**src/rtl/gdo_pkg.sv**
```systemverilog
// Shared Q(DATA_W/2).(DATA_W/2) fixed-point helpers and constants for the
// gradient-descent output-layer blocks.
package gdo;
    localparam int DATA_W    = 16;
    localparam int FRAC_BITS = DATA_W / 2;

    typedef logic signed [DATA_W-1:0] word_t;

    localparam word_t ONE        = word_t'(1 << FRAC_BITS);
    localparam word_t LR_DEFAULT = 16'h0020;

    // Full-precision product, arithmetic shift back to the word scale and
    // truncate (floor); overflow wraps.
    function automatic word_t gdo_mult(word_t a, word_t b);
        logic signed [2*DATA_W-1:0] p;
        p = a * b;
        return p[FRAC_BITS +: DATA_W];
    endfunction

    function automatic word_t gdo_sub(word_t a, word_t b);
        return a - b;
    endfunction

    // w - lr*(d*a); with a = ONE this is the bias step.
    function automatic word_t weight_step(word_t w, word_t d, word_t a, word_t lr);
        return gdo_sub(w, gdo_mult(lr, gdo_mult(d, a)));
    endfunction
endpackage

```
**src/rtl/output_layer_update_weight_step_pe.sv**
```systemverilog
// Combinational single-weight gradient step: w_new = w - lr*d*a.
module weight_step_pe
    import gdo::*;
(
    input  word_t w,
    input  word_t d,
    input  word_t a,
    input  word_t lr,
    output word_t w_new
);
    assign w_new = weight_step(w, d, a, lr);
endmodule

```
**src/rtl/output_layer_update.sv**
```systemverilog
// Serial output-layer weight/bias update: one weight per cycle, bias of row i
// updated alongside its first weight, done pulse when the last weight lands.
module output_layer_update
    import gdo::*;
#(
    parameter int                  size          = 3,
    parameter int                  input_size    = 3,
    // gdo helpers are built at gdo::DATA_W; keep data_size equal to it.
    parameter int                  data_size     = gdo::DATA_W,
    parameter logic [data_size-1:0] learning_rate = gdo::LR_DEFAULT
) (
    input  logic                                   clk,
    input  logic                                   reset,
    input  logic                                   start,
    input  logic [size*data_size-1:0]              diff,
    input  logic [input_size*data_size-1:0]        activation,
    input  logic [size*input_size*data_size-1:0]   weight_in,
    input  logic [size*data_size-1:0]              bias_in,
    output logic [size*input_size*data_size-1:0]   weight_out,
    output logic [size*data_size-1:0]              bias_out,
    output logic                                   busy,
    output logic                                   done
);
    localparam int NW = size * input_size;
    localparam int IW = (size > 1) ? $clog2(size) : 1;
    localparam int JW = (input_size > 1) ? $clog2(input_size) : 1;
    localparam int KW = (NW > 1) ? $clog2(NW) : 1;

    typedef enum logic [1:0] {IDLE, UPDATE, DONE} state_t;

    state_t                              state;
    logic [IW-1:0]                       i;
    logic [JW-1:0]                       j;
    logic [KW-1:0]                       k;   // flat weight index, tracks i*input_size+j
    logic [size-1:0][data_size-1:0]      d_r;
    logic [input_size-1:0][data_size-1:0] a_r;
    logic [NW-1:0][data_size-1:0]        w_r;
    logic [size-1:0][data_size-1:0]      b_r;
    word_t                               w_next;
    word_t                               b_next;

    weight_step_pe pe (
        .w    (w_r[k]),
        .d    (d_r[i]),
        .a    (a_r[j]),
        .lr   (learning_rate),
        .w_new(w_next)
    );

    assign b_next     = weight_step(b_r[i], d_r[i], ONE, learning_rate);
    assign weight_out = w_r;
    assign bias_out   = b_r;

    always_ff @(posedge clk) begin
        if (reset) begin
            state <= IDLE;
            i     <= '0;
            j     <= '0;
            k     <= '0;
            busy  <= 1'b0;
            done  <= 1'b0;
            d_r   <= '0;
            a_r   <= '0;
            w_r   <= '0;
            b_r   <= '0;
        end else begin
            case (state)
                IDLE: begin
                    done <= 1'b0;
                    if (start) begin
                        d_r   <= diff;
                        a_r   <= activation;
                        w_r   <= weight_in;
                        b_r   <= bias_in;
                        i     <= '0;
                        j     <= '0;
                        k     <= '0;
                        busy  <= 1'b1;
                        state <= UPDATE;
                    end
                end
                UPDATE: begin
                    w_r[k] <= w_next;
                    if (j == '0)
                        b_r[i] <= b_next;
                    k <= k + 1'b1;
                    if (j == JW'(input_size - 1)) begin
                        j <= '0;
                        if (i == IW'(size - 1)) begin
                            busy  <= 1'b0;
                            done  <= 1'b1;
                            state <= DONE;
                        end else begin
                            i <= i + 1'b1;
                        end
                    end else begin
                        j <= j + 1'b1;
                    end
                end
                DONE: begin
                    done  <= 1'b0;
                    state <= IDLE;
                end
                default: state <= IDLE;
            endcase
        end
    end
endmodule
```
**config.mk**
```make
export PLATFORM = sky130hd
export DESIGN_NAME = output_layer_update
export DESIGN_NICKNAME = d
export VERILOG_FILES = /design/src/rtl/gdo_pkg.sv /design/src/rtl/output_layer_update_weight_step_pe.sv /design/src/rtl/output_layer_update.sv
export SDC_FILE = /design/constraint.sdc
export NUM_CORES = 1
export LEC_CHECK = 0
export CORE_AREA = 2 2 203 205
export DETAILED_ROUTE_END_ITERATION = 6
export DIE_AREA = 0 0 205 207
export GPL_TIMING_DRIVEN = 0
export HOLD_SLACK_MARGIN = 0.02
export PLACE_DENSITY = 0.94
export SETUP_SLACK_MARGIN = 0.3
export SYNTH_ARGS = -nofsm -noshare
export SYNTH_HDL_FRONTEND = slang
export SYNTH_SLANG_ARGS = --single-unit
```
**constraint.sdc**
```tcl
create_clock -name clk -period 13.6 [get_ports clk]
set_input_delay 2.72 -clock clk [delete_from_list [all_inputs] [get_ports clk]]
set_output_delay 2.72 -clock clk [all_outputs]
set_load 0.1 [all_outputs]
```
==> results of run 1 <==
[area by class of cell]
class | count | share of cell area
clock inverters | 14 | 0.00502
well taps | 532 | 0.0227
inverters | 275 | 0.0351
plain buffers | 181 | 0.0254
repair buffers | 484 | 0.165
flip-flops and latches | 300 | 0.204
clock buffers | 46 | 0.0333
diodes | 4 | 0.000341
multi-input cells | 2050 | 0.509
[state kept, by name (all words and copies together), names as in the netlist]
register / flops
weight_out: 144
bias_out: 48
state: 2
j: 2
busy: 1
done: 1
d_r: 48
i: 2
k: 4
a_r: 48
[power breakdown]
group / internal, mW / total [mW] / leakage [nW] / switching (mW)
logic: 0.512 / 1.82 / 8.62 / 1.31
registers: 0.954 / 1.04 / 2.47 / 0.0839
clock network: 0.547 / 0.957 / 0.555 / 0.410
total: 2.01 / 3.81 / 11.6 / 1.80
[logic make-up (layout without fill, tap and decap cells)]
logic type | count (synthesis) | after routing
xor gates and xnor gates | 61 | 61
muxes | 97 | 97
buffers and inverters | 456 | 1000
and+or+nand+nor | 962 | 962
DFF | 300 | 300
adders and majority gates | 295 | 295
other | 0 | 4
AOI/OAI and AO/OA | 635 | 635
[worst min-delay path: cells and delay by family, from the launching register on]
kind,cells,cell delay [ns]
compound gates,1,0.05
flops,1,0.31
simple gates,1,0.05
[path summary, 6_finish.rpt]
kind	startpoint	to	slack (ns)
worst max-delay path	i[0]$_SDFFE_PP0P_	weight_out[126]$_SDFFE_PP0P_	1.48
worst min-delay path	a_r[26]$_SDFFE_PP0P_	a_r[26]$_SDFFE_PP0P_	0.45
worst max register to register	i[0]$_SDFFE_PP0P_	weight_out[126]$_SDFFE_PP0P_	1.48
worst min register to register	a_r[26]$_SDFFE_PP0P_	a_r[26]$_SDFFE_PP0P_	0.45
[metrics by stage]
| step | area [um^2] | cells | setup slack (ns) |
|---|---|---|---|
| 2_1_floorplan | 22700 | 2806 | 4.34 |
| 6_report | 29400 | 3886 | 1.48 |
| 3_5_place_dp | 28200 | 3822 | 1.95 |
| 4_1_cts | 29400 | 3882 | 1.79 |
| 3_3_place_gp | 28200 | 3822 | 2.20 |
| 5_1_grt | 29400 | 3882 | 1.12 |
[per-layer routing]
layer | up-vias | track usage | share of wire
li1 | 10500 | - | -
met1 | 11600 | 0.539 | 0.32
met2 | 2309 | 0.708 | 0.43
met3 | 588 | 0.136 | 0.14
met4 | 4 | 0.386 | 0.10
met5 | - | 0 | 0.00024
[layout by cell type (no fill, tap or decap), types with 61 or more instances in the layout]
| master | instances |
|---|---|
| clkdlybuf4s50_1 | 484 |
| mux2i_1 | 77 |
| nand2_1 | 469 |
| ha_1 | 107 |
| nor2_1 | 355 |
| inv_1 | 269 |
| a22oi_1 | 82 |
| fa_1 | 188 |
| clkbuf_1 | 157 |
| a21oi_1 | 249 |
| o21ai_0 | 61 |
| dfxtp_1 | 300 |
==> flow_summary.json, run 1 <==
{
  "cts.path.max_buffers": 3,
  "ys_types": 79,
  "finalHoldWorstSlack_ns": 0.454,
  "die_area_um2": 42400,
  "netlist_top_cells_count": "469 x nand2_1, 355 x nor2_1, 300 x dfxtp_1",
  "dr.first_iter.drc_count": 3387,
  "vias": 24900,
  "wl_per_cell_um": 25.8,
  "ir_drop_uv": 104,
  "cts_buffers": 34,
  "cts_hold_buf": 0,
  "drive_gt1_frac": 0.0370,
  "hold_class": "reg -> reg",
  "cts_num_sinks": 300,
  "maxSlewHeadroom": -0.0222,
  "grt_overflow_total": 0,
  "syn-instance-count": 2806,
  "synth-adder-area-share": 0.224,
  "antenna_found_initial": 10,
  "start_util": 0.563,
  "fin_crit_ns": 12.12,
  "ant_nets": 0,
  "finClkSkew_ns": 0.0268,
  "fmax_ghz": 0.0825,
  "p_leak_nw": 11.6,
  "postCtsSetupRepairBufs": 0,
  "final-hold-violation-count": 0,
  "synth-simple-area-share": 0.172,
  "synth.top_cell.area_share": 0.264,
  "regArea_um2": 6010,
  "drc_errors": 19,
  "synth.area.mux_share": 0.0534,
  "cp-start-kind": "flip-flop",
  "cap_violations": 1,
  "core_area_um2": 40400,
  "dp_hpwl_mm": 78.6,
  "critPathMaxFanout": 10,
  "wl_mm": 100,
  "place_congestion": 1.05,
  "critPathBufInv": 12,
  "area_growth_pct": 29.2,
  "yosysTopAreaCell": "dfxtp_1",
  "rr_worst_depth": 39,
  "status": "finished, violations left",
  "yosysSeqAreaShare": 0.264,
  "design_power_total_mw": 3.81,
  "critPathArrivalTime_ns": 12.56,
  "synth_top_family_by_area": "adder cells",
  "synth_nets": 3392,
  "synth_area_um2": 22700,
  "layout.nets": 3912,
  "whs_path_depth": 2,
  "insertion_delay_ns": 0.58,
  "cts_max_level": 2,
  "cp_slowest_cell": "o22ai_1",
  "vias_per_cell": 6.42,
  "tns_ns": 0,
  "rsz0062_at_grt": "false",
  "violations": "design-rule violations, max-capacitance violations, max-slew violations",
  "grt_first_pass_wirelength_mm": 148,
  "cp_common_cell": "inv_1",
  "multi_input_area_um2": 15000,
  "path_class": "reg -> reg",
  "synth_xor_area_frac": 0.0251,
  "async_reset_ff_frac": 0,
  "drv_slew": 10,
  "worstMarginPinSlew_ns": 1.53,
  "power.density_nw_per_um2": 130,
  "grt_pass1_vias": 24500,
  "grt_max_degree": 14,
  "root_buffer": "clkbuf_16",
  "row_count": 74,
  "filler_cell_count": 3003,
  "yosys-top-cells-area": "dfxtp_1 26%, fa_1 17%, nand2_1 7.7%",
  "io_buffers": 484,
  "setup_viol": 0,
  "critical_path_required_ns": 14.04,
  "cp-end-kind": "flip-flop",
  "grtUsageTotal": 0.465,
  "fin_util": 0.728,
  "ctsResizeCount": 0,
  "synth_ff_type": "dfxtp_1",
  "synth_compound_area_frac": 0.183,
  "die_height_um": 207,
  "synth_seq_cells": 300,
  "synth_area_per_cell_um2": 8.10,
  "synth_edf_count": 0,
  "yosysMostFrequentCell": "nand2_1",
  "die_w_um": 205,
  "clk_pin_slew_worst_paths_ns": 0.06,
  "first_pass_iters": 7,
  "ios": 485,
  "period_share": 0.891,
  "worstSetupPathDepth": 39,
  "synth_warnings": 0,
  "cts_tree": "built",
  "slowest_delay_ns": 0.95,
  "critPathTopFamily": "compound AO/OA/AOI/OAI gates"
}
Power figures use the tool's default switching activity.
==> run 2: changes to the inputs <==
--- a/config.mk
+++ b/config.mk
@@ -5,12 +5,12 @@
 export SDC_FILE = /design/constraint.sdc
 export NUM_CORES = 1
 export LEC_CHECK = 0
-export CORE_AREA = 2 2 203 205
+export CORE_AREA = 2 2 207 209
 export DETAILED_ROUTE_END_ITERATION = 6
-export DIE_AREA = 0 0 205 207
+export DIE_AREA = 0 0 209 211
 export GPL_TIMING_DRIVEN = 0
 export HOLD_SLACK_MARGIN = 0.02
-export PLACE_DENSITY = 0.94
+export PLACE_DENSITY = 0.91
 export SETUP_SLACK_MARGIN = 0.3
 export SYNTH_ARGS = -nofsm -noshare
 export SYNTH_HDL_FRONTEND = slang
==> run 2 against run 1 <==
Compared with the run above: the run now ends clean; largest cell class unchanged; power down 0.42%; non-clock buffer count unchanged; hold slack better by 0.0042 ns; largest power group unchanged; first-iteration DRC count down 7.6%.
==> flow_summary.json, run 2 (synthesized netlist as in run 1, its figures left out) <==
{
  "status": "completed",
  "met2_usage": 0.676,
  "drc_errors": 0,
  "cap_violations": 0,
  "critPathMaxFanout": 10,
  "finClkSkew_ns": 0.0137,
  "final_common_cell": "clkdlybuf4s50_1",
  "slowest_delay_ns": 0.81,
  "grt_use_met1": 0.523,
  "cp_common_cell": "inv_1",
  "grt.busiest_layer": "met2",
  "setup_viol": 0,
  "cp-start-kind": "flip-flop",
  "row_count": 75,
  "fmax_ghz": 0.0844,
  "cp-end-kind": "flip-flop",
  "grt_overflow_total": 0,
  "dr.first_iter.drc_count": 3130,
  "die_w_um": 209,
  "core_area_um2": 41800,
  "cts_max_level": 1,
  "io_buffers": 484,
  "die_area_um2": 44100,
  "wl_per_cell_um": 25.3,
  "fin_crit_ns": 11.84,
  "cts_num_sinks": 300,
  "dp_hpwl_mm": 77.9,
  "final-hold-violation-count": 0,
  "largest_reg_flops": 144,
  "path_class": "reg -> reg",
  "drive_gt1_frac": 0.0367,
  "r2r_slack_ns": 1.76,
  "critPathArrivalTime_ns": 12.31,
  "start_util": 0.545,
  "place_congestion": 1.04,
  "die_height_um": 211,
  "clk_pin_slew_worst_paths_ns": 0.07,
  "ir_drop_uv": 143,
  "drv_slew": 0,
  "cts_hold_buf": 0,
  "cts_tree": "built",
  "layout_common_cells": "484 x clkdlybuf4s50_1, 469 x nand2_1, 355 x nor2_1",
  "layout.nets": 3909,
  "power.density_nw_per_um2": 129,
  "insertion_delay_ns": 0.62,
  "root_buffer": "clkbuf_16",
  "vias_per_cell": 6.35,
  "tns_ns": 0,
  "wl_mm": 98.4,
  "ant_nets": 0,
  "cp_slowest_cell": "o22ai_1",
  "antenna_found_initial": 8,
  "cts_buffers": 31,
  "cts.path.max_buffers": 3,
  "grt_pass1_vias": 24000,
  "grt_max_degree": 17,
  "met3_usage": 0.118,
  "postCtsSetupRepairBufs": 0,
  "grtUsageTotal": 0.440,
  "first_pass_iters": 6,
  "critical_path_required_ns": 14.07,
  "maxSlewHeadroom": 0.0580,
  "ctsResizeCount": 0,
  "rsz0062_at_grt": "false",
  "p_leak_nw": 11.6,
  "design_power_total_mw": 3.80,
  "grt_first_pass_wirelength_mm": 146,
  "period_share": 0.871,
  "vias": 24700,
  "hold_class": "reg -> reg",
  "worstMarginPinSlew_ns": 1.41,
  "ios": 485,
  "area_growth_pct": 29.2
}
run 2: worst paths after layout:
check / from / end / depth (start not counted)
max: i[0]$_SDFFE_PP0P_ / weight_out[13]$_SDFFE_PP0P_ / 39
min: a_r[15]$_SDFFE_PP0P_ / a_r[15]$_SDFFE_PP0P_ / 2
max reg2reg: i[0]$_SDFFE_PP0P_ / weight_out[13]$_SDFFE_PP0P_ / 39
min reg2reg: a_r[15]$_SDFFE_PP0P_ / a_r[15]$_SDFFE_PP0P_ / 2
run 2: layout make-up:
class	instances	area, um^2
Clock inverter	15	226
Sequential cell	300	6010
Antenna cell	1	2.50
Multi-Input combinational cell	2050	15000
Buffer	181	747
Tap cell	539	674
Timing Repair Buffer	484	4840
Clock buffer	43	901
Fill cell	3194	12400
Inverter	275	1030
run 2: critical path, delay by kind of cell, from the launching register on:
kind                       cells  cell delay [ns]
xor gates and xnor gates       2             0.91
muxes                          1             0.26
adders and majority gates      8             3.08
and+or+nand+nor                4             1.02
AOI/OAI and AO/OA             13             3.67
DFF                            1             0.52
buffers and inverters         11             2.19
run 2: through the flow:
| step | util | cell area, um^2 | hold WS [ns] | worst slack [ns] | instances |
|---|---|---|---|---|---|
| floorplan | - | 22700 | 0.432 | 4.34 | 2806 |
| global placement | 0.677 | 28300 | 0.441 | 2.21 | 3829 |
| detailed placement | 0.677 | 28300 | 0.447 | 2.14 | 3829 |
| CTS | 0.704 | 29400 | 0.455 | 2.02 | 3887 |
| global route | 0.704 | 29400 | 0.473 | 1.43 | 3887 |
| finish | 0.704 | 29400 | 0.458 | 1.76 | 3888 |
run 2: power by group:
part	total [mW]	internal, mW	leakage, nW	switching [mW]
sequential	1.03	0.954	2.47	0.0779
clock	0.960	0.558	0.549	0.401
combinational	1.80	0.512	8.62	1.29
run 2: metal layers:
metal | up-vias | wire length [um]
li1 | 10400 | -
met1 | 11500 | 33200
met2 | 2154 | 41900
met3 | 569 | 13200
met4 | 14 | 9950
met5 | - | 87
==> patch (config.mk and constraints of run 1) <==
The parameter `input_size` goes from 3 to 2.
--- a/src/rtl/output_layer_update.sv
+++ b/src/rtl/output_layer_update.sv
@@ -6,3 +6,3 @@
     parameter int                  size          = 3,
-    parameter int                  input_size    = 3,
+    parameter int                  input_size    = 2,
     // gdo helpers are built at gdo::DATA_W; keep data_size equal to it.
Ports: changed (resized activation, weight_in and weight_out); port bits go from 485 to 373. No check against the original RTL was run, so the function may have changed too.
==> patch against run 1 <==
Setup slack gained 0.86 ns; sequential cell count shrank 66; final area shrank 17%; sequential share of layout area shrank 1.3 points; count of clock-buffer cells in the layout shrank 16; via count shrank 19%; fmax grew 7.7%; wire length shrank 28%; die area is the same; synthesized area shrank 15%; power shrank 22%.
==> patch: results (changes against run 1) <==
Critical path
  • Critical Path AT: 11.66 ns (-0.90 ns)
  • Count of cells along the worst register-to-register path: 35 (-10%)
  • Critical path destination: weight_out[62]
  • Critical path origin: i[1]

Cells and area
  • Number of filler instances in the final layout: 3181 (+5.9%)
  • Fraction of layout instances using a drive strength above 1: 0.0393 (+0.00226)
  • Final design area excluding fillers: 24500 um2 (-17%)

Power
  • Clock network power consumption: 658 uW (-31%)
  • Leakage power of the design: 0.00986 uW (-15%)

Place
  • Half-perimeter wire length after detailed placement: 56.7 mm (-28%)
  • Number of input and output port buffers inserted: 372 (-23%)

Detailed routing
  • Detail-routed net length per standard cell: 22.1 um (-14%)
  • Sum of met2 wire segment lengths after detailed routing: 32.4 mm (-25%)
  • Starting DRC count in detailed routing: 2936 (-13%)
  • Sum of routed wire length over all layers: 72.4 mm (-28%)
  • Routed length on met3: 9.63 mm (-31%)

Logic synthesis
  • Total nets after synthesis: 2858 (-16%)
  • Top cells by area in the synthesized netlist: dfxtp_1, fa_1, nand2_1
  • Sequential-to-total area share from yosys stat: 0.242 (-0.0219)
  • Post-Syn Instances: 2339 (-17%)
  • Top cells by count, synth: nand2_1, inv_1, dfxtp_1
  • Number of different library cells in the post-synthesis netlist: 78 (-1.3%)

Timing
  • Clock tree skew after final layout: 0.0114 ns (-0.0154 ns)
  • Minimum setup slack in the final design: 2.34 ns (+0.864 ns)
  • Final-layout worst hold slack: 0.455 ns (+0.000835 ns)

Global routing
  • First-pass GRT wire length: 111 mm (-25%)
  • Global routing usage on met1: 0.408 (-0.131)
  • Met2 global-route usage: 0.530 (-0.178)

Run status
  • Status: finished, final reports clean

Clocking
  • TritonCTS Buffers: 24 (-29%)
  • Clock latency at the later pin of the worst-skew pair: 0.55 ns (-0.03 ns)

Worst hold path
  • Startpoint of the tightest hold check path: d_r[39]
## patch: changes by cell type in the layout (fill, tap and decap cells not counted), moves of 37 or more
cell,run 1,this run
a211oi_1,54,17
clkbuf_1,157,108
clkdlybuf4s50_1,484,372
dfxtp_1,300,234
nand2_1,469,403
nor2_1,355,222
## patch: area by class of cell
class,count,area share
Multi-Input combinational cell,1705,0.534
Sequential cell,234,0.191
Timing Repair Buffer,372,0.152
Inverter,267,0.0418
Tap cell,532,0.0272
Clock buffer,30,0.0271
Buffer,133,0.0225
Clock inverter,9,0.00353
Antenna cell,2,0.000204
## patch: kinds of logic (layout without fill, tap and decap cells)
logic type,Yosys count,in the layout,share of synthesized area
AO/OA/AOI/OAI,527,527,0.172
XOR/XNOR,62,62,0.0300
adder cells (fa/ha/maj),292,292,0.262
buffers and inverters,400,811,0.0813
flip-flops,234,234,0.242
multiplexers,87,87,0.0542
other,0,2,0
AND/OR/NAND/NOR,737,737,0.158
